==> config.mk <==
export PLATFORM = sky130hd
export DESIGN_NAME = lap_recall_ctrl
export DESIGN_NICKNAME = d
export VERILOG_FILES = /design/src/rtl/lap_recall_ctrl_pkg.sv /design/src/rtl/lap_recall_ctrl_regfile.sv /design/src/rtl/lap_recall_ctrl.sv
export SDC_FILE = /design/constraint.sdc
export NUM_CORES = 1
export LEC_CHECK = 0
export ABC_AREA = 0
export CAP_MARGIN = 0
export CORE_MARGIN = 3
export CORE_UTILIZATION = 60
export CTS_BUF_LIST = sky130_fd_sc_hd__clkbuf_2
export DETAILED_ROUTE_END_ITERATION = 7
export HOLD_SLACK_MARGIN = 0.05
export PLACE_DENSITY = 0.86
export SYNTH_ARGS = -nofsm -noshare
export SYNTH_HDL_FRONTEND = slang
export SYNTH_SLANG_ARGS = --single-unit
==> constraint.sdc <==
create_clock -name clk -period 8.11 [get_ports clk]
set_input_delay 1.622 -clock clk [delete_from_list [all_inputs] [get_ports clk]]
set_output_delay 1.622 -clock clk [all_outputs]
set_load 0.01 [all_outputs]
==> src/rtl/lap_recall_ctrl_pkg.sv <==
`default_nettype none
// ----------------------------------------------------------------------------
// Module  : lap_recall_ctrl_pkg
// Brief   : Shared state encoding and default sizes for the lap recall block.
// Revision: 1.0
// ----------------------------------------------------------------------------
package lap_recall_ctrl_pkg;

    typedef enum logic [1:0] {
        LIVE   = 2'b00,
        HOLD   = 2'b01,
        RECALL = 2'b10
    } lap_state_t;

    localparam int c_time_w   = 20;
    localparam int c_depth    = 8;
    localparam int c_aw       = 3;
    localparam int c_hold_cyc = 16;

endpackage

`default_nettype wire

==> src/rtl/lap_recall_ctrl_regfile.sv <==
`default_nettype none
// ----------------------------------------------------------------------------
// Module  : lap_regfile
// Brief   : DEPTH x TIME_W storage, one synchronous write, one async read.
// Revision: 1.0
// ----------------------------------------------------------------------------
module lap_regfile #(
    parameter int TIME_W = 20,
    parameter int DEPTH  = 8,
    parameter int AW     = 3
) (
    input  logic              clk,
    input  logic              wr_en,
    input  logic [AW-1:0]     wr_addr,
    input  logic [TIME_W-1:0] wr_data,
    input  logic [AW-1:0]     rd_addr,
    output logic [TIME_W-1:0] rd_data
);

    logic [TIME_W-1:0] r_mem [DEPTH];

    // Contents are deliberately left unreset; validity is tracked by lap_count.
    for (genvar gi = 0; gi < DEPTH; gi++) begin : g_entry
        always_ff @(posedge clk) begin
            if (wr_en && (wr_addr == AW'(gi))) begin
                r_mem[gi] <= wr_data;
            end
        end
    end

    assign rd_data = r_mem[rd_addr];

endmodule

`default_nettype wire

==> src/rtl/lap_recall_ctrl.sv <==
`default_nettype none
// ----------------------------------------------------------------------------
// Module  : lap_recall_ctrl
// Brief   : Lap capture buffer and display source scheduler (live/hold/recall).
// Revision: 1.0
// ----------------------------------------------------------------------------
module lap_recall_ctrl
    import lap_recall_ctrl_pkg::*;
#(
    parameter int TIME_W   = c_time_w,
    parameter int DEPTH    = c_depth,
    parameter int AW       = c_aw,
    parameter int HOLD_CYC = c_hold_cyc
) (
    input  logic              clk,
    input  logic              state_reset,
    input  logic              rst,
    input  logic              clken,
    input  logic              mode,
    input  logic              lap_trigger,
    input  logic              recall_btn,
    input  logic [TIME_W-1:0] time_in,
    output logic [TIME_W-1:0] disp_data,
    output logic              disp_sel,
    output logic [AW-1:0]     lap_idx,
    output logic [AW:0]       lap_count,
    output logic              full
);

    localparam int              c_hw        = (HOLD_CYC > 1) ? $clog2(HOLD_CYC) : 1;
    localparam logic [AW:0]     c_cnt_last  = (AW+1)'(DEPTH - 1);
    localparam logic [AW-1:0]   c_idx_last  = AW'(DEPTH - 1);
    localparam logic [c_hw-1:0] c_hold_load = c_hw'(HOLD_CYC - 1);

    lap_state_t        r_state;
    logic [AW-1:0]     r_wr_ptr;
    logic [AW-1:0]     r_rd_base;
    logic [AW:0]       r_lap_count;
    logic [c_hw-1:0]   r_hold_cnt;
    logic [TIME_W-1:0] r_disp_data;
    logic              r_disp_sel;
    logic [AW-1:0]     r_lap_idx;
    logic              r_full;
    logic              r_recall_d;

    logic              w_capture;
    logic              w_recall_edge;
    logic              w_recall_go;
    logic              w_idx_is_last;
    logic [AW-1:0]     w_newest_idx;
    logic [AW-1:0]     w_step_idx;
    logic [AW-1:0]     w_rd_addr;
    logic [TIME_W-1:0] w_rd_data;

    // Sync clear blocks the write so rst dominates every other input.
    assign w_capture     = lap_trigger & clken & ~mode & ~rst & (r_state != RECALL);
    assign w_recall_edge = recall_btn & ~r_recall_d;
    assign w_recall_go   = w_recall_edge & ~clken & ~mode & (r_lap_count != '0);
    assign w_idx_is_last = ({1'b0, r_lap_idx} == (r_lap_count - 1'b1));

    // After a capture the newest lap sits at the top of the valid window.
    assign w_newest_idx  = r_full ? c_idx_last : r_lap_count[AW-1:0];

    // In RECALL the port pre-fetches the next lap; from LIVE it fetches the oldest.
    assign w_step_idx    = (r_state == RECALL) ? (r_lap_idx + 1'b1) : '0;
    assign w_rd_addr     = r_rd_base + w_step_idx;

    lap_regfile #(
        .TIME_W (TIME_W),
        .DEPTH  (DEPTH),
        .AW     (AW)
    ) u_regfile (
        .clk     (clk),
        .wr_en   (w_capture),
        .wr_addr (r_wr_ptr),
        .wr_data (time_in),
        .rd_addr (w_rd_addr),
        .rd_data (w_rd_data)
    );

    always_ff @(posedge clk or posedge state_reset) begin
        if (state_reset) begin
            r_state     <= LIVE;
            r_wr_ptr    <= '0;
            r_rd_base   <= '0;
            r_lap_count <= '0;
            r_hold_cnt  <= '0;
            r_disp_data <= '0;
            r_disp_sel  <= 1'b0;
            r_lap_idx   <= '0;
            r_full      <= 1'b0;
            r_recall_d  <= 1'b0;
        end else if (rst) begin
            r_state     <= LIVE;
            r_wr_ptr    <= '0;
            r_rd_base   <= '0;
            r_lap_count <= '0;
            r_hold_cnt  <= '0;
            r_disp_data <= '0;
            r_disp_sel  <= 1'b0;
            r_lap_idx   <= '0;
            r_full      <= 1'b0;
            r_recall_d  <= 1'b0;
        end else begin
            r_recall_d <= recall_btn;

            // Once full, each new lap overwrites the oldest and slides the window.
            if (w_capture) begin
                r_wr_ptr <= r_wr_ptr + 1'b1;
                if (r_full) begin
                    r_rd_base <= r_rd_base + 1'b1;
                end else begin
                    r_lap_count <= r_lap_count + 1'b1;
                    r_full      <= (r_lap_count == c_cnt_last);
                end
            end

            case (r_state)
                LIVE: begin
                    if (w_capture) begin
                        r_state     <= HOLD;
                        r_hold_cnt  <= c_hold_load;
                        r_disp_data <= time_in;
                        r_disp_sel  <= 1'b1;
                        r_lap_idx   <= w_newest_idx;
                    end else if (w_recall_go) begin
                        r_state     <= RECALL;
                        r_disp_data <= w_rd_data;
                        r_disp_sel  <= 1'b1;
                        r_lap_idx   <= '0;
                    end else begin
                        r_disp_data <= time_in;
                        r_disp_sel  <= 1'b0;
                        r_lap_idx   <= '0;
                    end
                end

                HOLD: begin
                    if (w_capture) begin
                        r_hold_cnt  <= c_hold_load;
                        r_disp_data <= time_in;
                        r_disp_sel  <= 1'b1;
                        r_lap_idx   <= w_newest_idx;
                    end else if (mode || (r_hold_cnt == '0)) begin
                        r_state     <= LIVE;
                        r_disp_data <= time_in;
                        r_disp_sel  <= 1'b0;
                        r_lap_idx   <= '0;
                    end else begin
                        r_hold_cnt  <= r_hold_cnt - 1'b1;
                    end
                end

                RECALL: begin
                    if (clken || mode || (w_recall_edge && w_idx_is_last)) begin
                        r_state     <= LIVE;
                        r_disp_data <= time_in;
                        r_disp_sel  <= 1'b0;
                        r_lap_idx   <= '0;
                    end else if (w_recall_edge) begin
                        r_lap_idx   <= r_lap_idx + 1'b1;
                        r_disp_data <= w_rd_data;
                    end
                end

                default: begin
                    r_state     <= LIVE;
                    r_disp_data <= time_in;
                    r_disp_sel  <= 1'b0;
                    r_lap_idx   <= '0;
                end
            endcase
        end
    end

    assign disp_data = r_disp_data;
    assign disp_sel  = r_disp_sel;
    assign lap_idx   = r_lap_idx;
    assign lap_count = r_lap_count;
    assign full      = r_full;

endmodule

`default_nettype wire

==> metrics.md, run 1 <==
| Metric | Value |
|---|---|
| Pre-antenna DRT Iters | `5` |
| Synth-to-Final Area Change | `13.09%` |
| CTS root buf | `clkbuf_2` |
| MaxCap Viol Count | `0` |
| CP required | `8.43 ns` |
| Mux share of post-synthesis cell area | `15.69%` |
| CTS tree | `yes` |
| Critical Path Stages | `4` |
| Worst hold path type | `flip-flop to flip-flop` |
| Mapped Avg Cell Area | `17.34 um^2` |
| Adder-Cell Fraction of Synth Area | `2.011%` |
| Synth area leader | `edfxtp_1` |
| Number of port buffers | `55` |
| Hold buffer count at CTS | `0` |
| Clock Latency Late Sink | `0.76 ns` |
| Net Sw Frac | `23.44%` |
| DR vias | `4804` |
| Dpl hpwl | `10230 um` |
| Final worst-path cycle share | `55.75%` |
| Setup crit end kind | `flip-flop` |
| Hold Vio Cnt, Final | `0` |
| Ys flop type | `edfxtp_1` |
| Syn_nets | `528` |
| Chip Height | `124.7 um` |
| Routed WL | `16700 um` |
| Worst-Margin Slew | `1.238 ns` |
| Final #Nets | `613` |
| Starting Density | `62.65%` |
| Multi-input gate area | `0.002415 mm^2` |
| Worst setup margin | `3.589 ns` |
| Worst path max stage delay | `1.01 ns` |
| Slowest-stage cell, CP | `and3_1` |
| Flops & latches, synth | `202` |
| Leakage | `3.544 nW` |
| CORE AREA | `0.01351 mm^2` |
| P_int | `0.001434 W` |
| Pwr Density | `195.8 mW/mm^2` |
| Status | `finished, final reports clean` |
| RSZ-0062 raised after global routing | `false` |
| FFs w/ async S/R, synth | `20.79%` |
| Max FO, Critical Path | `25` |
| Drt initial violations | `545` |
| Critical R2R Launch | `r_state[0]` |
| Worst EP arrival | `4.84 ns` |
| Synth Instances | `488` |
| Worst VDD drop | `0.0001291 V` |
| # clock sinks | `202` |
| Synth Area in Compound Gates | `4.481%` |
| Core Util, Final | `70.84%` |
| Yosys cell types | `48` |
| GP Congestion | `0.8727` |
| Clock power frac | `34.2%` |
| Reg power frac | `60.9%` |
| Final setup violation count | `0` |
| Post-CTS resize count | `0` |
| Hold path cells | `2` |
| Comb pwr share | `4.8%` |
| First-pass GRT wire length | `26850 um` |
| Reg2reg path depth | `10` |
| Register area share after synthesis | `69.21%` |
| Mapped cell area | `0.008461 mm^2` |
| Fill cells | `833` |
| Clock slew at reported path FFs | `0.10 ns` |
| Sequential cell area | `0.005856 mm^2` |
| Pin count of the biggest net entering global routing | `43` |
| Sw Pwr | `0.0004390 W` |
| Fmax | `221.2 MHz` |
| Gr usage total | `22.11%` |
| Post-route minimum period | `4.521 ns` |
| Setup TNS | `0 ns` |
| Pre-CTS setup slack | `2.892 ns` |
| Rows | `42` |
| Combinational family with the most area after synthesis | `multiplexers` |
| Number of global-route vias before repair | `5213` |
| Grt ovf | `0` |
| CP startpoint kind | `input pin` |
| DRC violations left | `0` |
| CTS buffer count | `47` |
| Bufs on Longest Clock Path | `3` |
| Initial antenna violation count | `0` |
| Die width | `124.7 um` |
| Number of synthesized flops with an enable pin | `160` |
| R2r setup slk | `4.76 ns` |
| Fraction of layout instances using a drive strength above 1 | `24.75%` |
| Die area | `0.01556 mm^2` |
| Largest cells by area after synthesis | `edfxtp_1 (57%), dfrtp_1 (12%), mux4_2 (11%)` |
| DR vias/cell | `6.112` |
| Max-slew headroom | `17.49%` |
| Simple-gate portion of the synthesized area | `5.102%` |
| Post-CTS setup buffer count | `0` |
| # H-tree levels | `2` |
| Skew final | `0.08089 ns` |
| Routed Antenna Nets | `0` |
| Post-synthesis xor/xnor area fraction | `1.139%` |
| CP bufs+invs | `1` |
| Hold WS | `0.4923 ns` |
| FF-to-FF End | `disp_data[6]` |
| Crit-path leading delay family | `simple AND/OR/NAND/NOR gates` |
| Critical path cell sequence | `clkdlybuf4s50_1, nand4bb_1, nor2_1, and3_1` |
| Hold endpoint | `disp_data[7]` |
| Antenna cells | `0` |
| Crit Path Category | `input pin to flip-flop` |
| Yosys warns | `0` |
| Avg WL per Cell | `21.25 um` |
| Synth top area share | `56.79%` |
| Ports | `56` |
| Min-Delay Startpoint | `disp_data[7]` |
| Slew Viols, Final | `0` |
Yosys cell counts (3+ instances only):
cell / instances
buf_2: 6
clkbuf_1: 13
nand2_1: 29
mux4_2: 40
xnor2_1: 4
nor3_1: 3
a21oi_1: 9
mux2i_1: 19
nor2_1: 25
and3_1: 8
a32o_1: 3
xor2_1: 7
mux2_2: 21
edfxtp_1: 160
dfrtp_1: 42
inv_1: 15
nand3_1: 4
ha_1: 12
o21ai_0: 6
o21ai_1: 22
a31oi_1: 4
sequential cells by signal (all words and copies together) (netlist names):
signal / cells
disp_data: 20
disp_sel: 1
full: 1
lap_count: 4
lap_idx: 3
r_hold_cnt: 4
r_rd_base: 3
r_recall_d: 1
r_state: 2
r_wr_ptr: 3
u_regfile.r_mem: 160
cell usage in the layout (no fill, tap or decap), types with 3 or more instances in the layout:
cell	count
clkinv_1	11
nor2_1	25
xor2_1	7
edfxtp_1	160
o21ai_1	22
a31oi_1	4
dfrtp_1	42
inv_1	14
nor3_1	3
mux2_2	21
clkinv_2	3
o21ai_0	6
clkbuf_2	70
mux4_2	40
xnor2_1	3
a21oi_1	9
and3_1	8
a32o_1	3
buf_4	4
nand3_1	4
mux2i_1	19
clkdlybuf4s50_1	55
nand2_1	29
ha_1	11
per-stage QoR:
step | power [W] | std cells | instance area (um^2)
4_1_cts | 0.001891 | 786 | 9568
3_5_place_dp | 0.001255 | 700 | 9128
3_3_place_gp | 0.001247 | 700 | 9128
2_1_floorplan | 0.001203 | 488 | 8461
6_report | 0.001873 | 786 | 9568
5_1_grt | 0.001961 | 786 | 9568
power groups by stage:
stage | combinational [W] | sequential [W] | clock, W
after floorplan | 0.0000376 | 0.00116 | 0
after global placement | 0.0000841 | 0.00116 | 0
after detailed placement | 0.0000906 | 0.00116 | 0
after CTS | 0.0000911 | 0.00114 | 0.000658
after global routing | 0.0000991 | 0.00114 | 0.000719
final | 0.0000901 | 0.00114 | 0.000642
cells by family after synthesis:
family,after synthesis
buffers and inverters,38
flip-flops,202
multiplexers,80
XOR/XNOR,11
AO/OA/AOI/OAI,58
AND/OR/NAND/NOR,86
adder cells (fa/ha/maj),13
worst reg2reg max path, cell delays in order, from the launching register on:
cell	delay [ns]
dfrtp_1	0.51
nand2b_1	0.26
nor2_1	0.16
ha_2	0.18
inv_1	0.05
fa_1	0.49
buf_4	0.48
mux4_2	0.44
mux2_2	0.28
mux2i_1	0.27
o21ai_1	0.10
area by class of cell:
type	instances	area share [%]
flip-flops and latches	202	61.20
multi-input cells	248	25.24
repair buffers	59	6.068
clock buffers	70	3.662
well taps	176	2.302
clock inverters	16	0.9415
inverters	15	0.5885
layer usage:
metal | GRT usage, % | up-vias | routed length, um
li1 | - | 2098 | -
met1 | 28.14 | 2463 | 6672
met2 | 36.99 | 197 | 8520
met3 | 4.803 | 46 | 978
met4 | 9.542 | 0 | 528
met5 | 0 | - | 0
worst max path at each step:
stage / from / endpoint / slack, ns
floorplan: mode / u_regfile.r_mem[6][0] / 4.67
global route: rst / u_regfile.r_mem[0][15] / 3.42
detailed placement: rst / u_regfile.r_mem[5][9] / 2.89
finish: rst / u_regfile.r_mem[5][7] / 3.59
CTS: rst / u_regfile.r_mem[5][16] / 3.68
global placement: rst / u_regfile.r_mem[6][17] / 3.13
(Power assumes the default switching activity.)
==> run 2: changes to the inputs <==
- clock period: 8.11 -> 4.7 ns (I/O delays scaled with it)
==> metrics.md, run 2 (synthesis results as in run 1) <==
| Metric | Value |
|---|---|
| Clock slew at reported path FFs | `0.12 ns` |
| Fmax | `276.7 MHz` |
| Gr usage total | `23.63%` |
| Reg power frac | `60.5%` |
| Die width | `124.7 um` |
| Leakage | `3.600 nW` |
| Post-CTS setup buffer count | `0` |
| Bufs on Longest Clock Path | `3` |
| Final setup violation count | `0` |
| Hold WS | `0.4976 ns` |
| DR vias | `4807` |
| CP required | `5.29 ns` |
| Critical path cell sequence | `nand2b_1, nor2_1, ha_2, inv_1, fa_1, buf_4, mux4_2, mux2_2, mux2i_1, o21ai_1` |
| Drt initial violations | `416` |
| Setup TNS | `0 ns` |
| Slew Viols, Final | `0` |
| CORE AREA | `0.01351 mm^2` |
| CTS root buf | `clkbuf_2` |
| Fraction of layout instances using a drive strength above 1 | `25.80%` |
| Dpl hpwl | `10370 um` |
| Die area | `0.01556 mm^2` |
| Pin count of the biggest net entering global routing | `43` |
| Worst hold path type | `flip-flop to flip-flop` |
| CTS buffer count | `48` |
| Ports | `56` |
| Most common cell after layout, fill and taps aside | `edfxtp_1` |
| CTS tree | `yes` |
| Setup crit end kind | `flip-flop` |
| Worst VDD drop | `0.0001752 V` |
| CP startpoint kind | `flip-flop` |
| Status | `finished, final reports clean` |
| Worst-Margin Slew | `1.057 ns` |
| Routed Antenna Nets | `0` |
| Clock power frac | `34.8%` |
| Max reg flops | `160` |
| Sequential cell area | `0.005856 mm^2` |
| Worst path max stage delay | `1.04 ns` |
| Commonest cells after routing, fill and taps aside | `edfxtp_1 (160), clkbuf_2 (70), clkdlybuf4s50_1 (55)` |
| Antenna cells | `0` |
| Starting Density | `62.65%` |
| Comb pwr share | `4.8%` |
| Crit Path Category | `flip-flop to flip-flop` |
| GP Congestion | `0.7968` |
| Largest Register | `u_regfile.r_mem` |
| R2r setup slk | `1.09 ns` |
| CP bufs+invs | `2` |
| Multi-input gate area | `0.002426 mm^2` |
| Sw Pwr | `0.0007789 W` |
| Grt ovf | `0` |
| Slowest-stage cell, CP | `fa_1` |
| Worst EP arrival | `4.20 ns` |
| Post-CTS resize count | `0` |
| MaxCap Viol Count | `0` |
| Net Sw Frac | `23.89%` |
| Avg WL per Cell | `22.04 um` |
| Skew final | `0.04215 ns` |
| Pre-antenna DRT Iters | `5` |
| Initial antenna violation count | `0` |
| Core Util, Final | `71.61%` |
| Fill cells | `823` |
| Clock Latency Late Sink | `0.78 ns` |
| Routed WL | `17630 um` |
| P_int | `0.002481 W` |
| Max-slew headroom | `29.35%` |
| Post-route minimum period | `3.615 ns` |
| Hold buffer count at CTS | `0` |
| First-pass GRT wire length | `28460 um` |
| Final #Nets | `624` |
| Number of port buffers | `55` |
| Final worst-path cycle share | `76.91%` |
| # clock sinks | `202` |
| Chip Height | `124.7 um` |
| DRC violations left | `0` |
| Rows | `42` |
| Synth-to-Final Area Change | `14.32%` |
| Max FO, Critical Path | `14` |
| DR vias/cell | `6.009` |
| # H-tree levels | `2` |
| RSZ-0062 raised after global routing | `false` |
| Number of global-route vias before repair | `5184` |
| Hold Vio Cnt, Final | `0` |
| Crit-path leading delay family | `adder cells` |
| Pwr Density | `337.1 mW/mm^2` |
run 2: cell types whose count changed in the layout (fill, tap and decap cells not counted), sizes merged:
cell	before	now
buf	4	14
clkinv	14	17
clkinvlp	0	1
run 2: routing by layer:
metal,up-vias,global-route usage (%),share of wire (%)
li1,2124,-,-
met1,2435,31.17,40
met2,209,37.82,50
met3,39,5.617,6.9
met4,0,10.70,3.1
met5,-,0,0
run 2: path summary, 6_finish.rpt:
kind	from	to	cells past startpoint
hold reg to reg	disp_data[17]	disp_data[17]	2
setup reg to reg	r_state[1]	disp_data[5]	10
hold / removal	disp_data[17]	disp_data[17]	2
max in group asynchronous	state_reset	disp_data[10]	2
min in group asynchronous	state_reset	lap_idx[1]	2
setup / recovery	r_state[1]	disp_data[5]	10
run 2: cell type report:
type                    count  area share, %
flip-flops and latches    202          60.54
multi-input cells         248          25.08
repair buffers             69          6.779
clock buffers              70          3.622
well taps                 176          2.277
clock inverters            20          1.113
inverters                  15         0.5821
run 2: power by group through the flow:
| stage | clock (W) | combinational, W | sequential [W] |
|---|---|---|---|
| 2_1_floorplan | 0 | 0.0000649 | 0.00201 |
| 3_3_place_gp | 0 | 0.000146 | 0.00201 |
| 3_5_place_dp | 0 | 0.000155 | 0.00201 |
| 4_1_cts | 0.00117 | 0.000157 | 0.00197 |
| 5_1_grt | 0.00126 | 0.000170 | 0.00197 |
| 6_report | 0.00113 | 0.000155 | 0.00197 |
run 2: worst register-to-register path, cell delays in order, from the launching register on:
cell and delay [ns]:
dfrtp_1 0.54, nand2b_1 0.21, nor2_1 0.16, ha_2 0.18
inv_1 0.05, fa_1 1.04, buf_4 0.39, mux4_2 0.35
mux2_2 0.27, mux2i_1 0.17, o21ai_1 0.09
run 2: per-stage QoR:
step	cell area, um^2	std cells	power [W]	worst slack, ns
after global placement	9214	710	0.002154	1.229
after CTS	9672	800	0.003295	1.064
after global routing	9672	800	0.003409	0.8408
after detailed placement	9214	710	0.002166	1.083
final	9672	800	0.003260	1.085
after floorplan	8461	488	0.002075	1.905
==> run 3: changes to the inputs <==
- clock period: 4.7 -> 3.6 ns (I/O delays scaled with it)
==> metrics.md, run 3 (synthesis results as in run 1) <==
| Metric | Value |
|---|---|
| Fill cells | `817` |
| Grt ovf | `0` |
| CP required | `4.21 ns` |
| Slew Viols, Final | `0` |
| Avg WL per Cell | `21.33 um` |
| Final worst-path cycle share | `89.18%` |
| Initial antenna violation count | `1` |
| # H-tree levels | `2` |
| Commonest cells after routing, fill and taps aside | `edfxtp_1 (160), clkbuf_2 (70), clkdlybuf4s50_1 (55)` |
| Post-CTS resize count | `0` |
| First-pass GRT wire length | `27330 um` |
| Pre-CTS setup slack | `0.4029 ns` |
| Number of port buffers | `55` |
| Pre-antenna DRT Iters | `7` |
| Hold buffer count at CTS | `0` |
| Hold Vio Cnt, Final | `0` |
| Sequential cell area | `0.005856 mm^2` |
| Setup crit end kind | `flip-flop` |
| Largest Register | `u_regfile.r_mem` |
| Fmax | `311.5 MHz` |
| Drt initial violations | `445` |
| Number of global-route vias before repair | `5108` |
| Post-CTS setup buffer count | `0` |
| Max reg flops | `160` |
| Dpl hpwl | `10130 um` |
| Clock slew at reported path FFs | `0.13 ns` |
| Routed WL | `17090 um` |
| GP Congestion | `0.8041` |
| CTS tree | `yes` |
| Pin count of the biggest net entering global routing | `43` |
| Die width | `124.7 um` |
| Leakage | `3.615 nW` |
| Worst EP arrival | `3.83 ns` |
| Fraction of layout instances using a drive strength above 1 | `26.12%` |
| Ports | `56` |
| CP startpoint kind | `flip-flop` |
| Starting Density | `62.65%` |
| Worst hold path type | `flip-flop to flip-flop` |
| Placed cell areas | `0.009249 mm^2` |
| RSZ-0062 raised after global routing | `false` |
| DR vias/cell | `5.990` |
| Clock Latency Late Sink | `0.71 ns` |
| # clock sinks | `202` |
| Design Area, Final | `0.009694 mm^2` |
| Final #Nets | `626` |
| Die area | `0.01556 mm^2` |
| Final setup violation count | `0` |
| Most common cell after layout, fill and taps aside | `edfxtp_1` |
| DRC violations left | `0` |
| Status | `finished, final reports clean` |
| DR vias | `4798` |
| MaxCap Viol Count | `0` |
| Max FO, Critical Path | `20` |
| Core Util, Final | `71.78%` |
| Rows | `42` |
| Chip Height | `124.7 um` |
| CTS root buf | `clkbuf_2` |
| Bufs on Longest Clock Path | `3` |
| Gr usage total | `22.59%` |
| Crit Path Category | `flip-flop to flip-flop` |
| Worst VDD drop | `0.0002135 V` |
| Post-route minimum period | `3.211 ns` |
| Worst setup margin | `0.3893 ns` |
| Synth-to-Final Area Change | `14.58%` |
| Max-slew headroom | `32.77%` |
| CORE AREA | `0.01351 mm^2` |
| Skew final | `0.06255 ns` |
| Worst-Margin Slew | `1.007 ns` |
| Setup TNS | `0 ns` |
| CTS buffer count | `47` |
| Routed Antenna Nets | `0` |
| Multi-input gate area | `0.002426 mm^2` |
| Pwr Density | `434.5 mW/mm^2` |
-- run 3: metrics by stage --
step,hold slack [ns],std cells,power (W)
after CTS,0.5042,800,0.004252
after global routing,0.5362,801,0.004392
after floorplan,0.4767,488,0.002709
after global placement,0.4718,713,0.002813
final,0.5011,801,0.004213
after detailed placement,0.4818,713,0.002828
-- run 3: final cells by class --
cell class              instances  area share, %
multi-input cells             248          25.03
well taps                     176          2.272
flip-flops and latches        202          60.40
inverters                      15         0.5808
clock buffers                  70          3.614
repair buffers                 72          7.124
clock inverters                17         0.9551
diodes                          1        0.02581
-- run 3: layer usage --
layer	global-route usage, %	up-vias	part of all wire, %
li1	-	2131	-
met2	38.65	194	54
met4	7.479	0	1.4
met3	4.331	21	6.4
met1	29.45	2452	39
met5	0	-	0
-- run 3: path summary, 6_finish.rpt --
kind                              start           end  slack, ns  depth (start not counted)
hold reg to reg            disp_data[4]  disp_data[4]       0.50                          2
setup reg to reg             r_state[0]  disp_data[3]       0.39                         11
setup / recovery             r_state[0]  disp_data[3]       0.39                         11
max in group asynchronous   state_reset  disp_data[4]       2.37                          2
min in group asynchronous   state_reset  r_rd_base[1]       0.55                          2
hold / removal             disp_data[4]  disp_data[4]       0.50                          2
-- run 3: where the power goes --
part           switching [W]  internal (W)  total (W)
sequential         0.0000243       0.00255    0.00257
combinational       0.000109     0.0000923   0.000202
clock               0.000845      0.000593    0.00144
-- run 3: critical path: stages (launching register included) --
cell,delay (ns)
dfrtp_1,0.50
nand2b_1,0.28
nor2_1,0.17
ha_2,0.19
inv_1,0.05
fa_1,0.39
xnor2_1,0.36
xnor2_4,0.15
buf_4,0.35
mux2_2,0.40
o221ai_1,0.19
o21ai_1,0.10
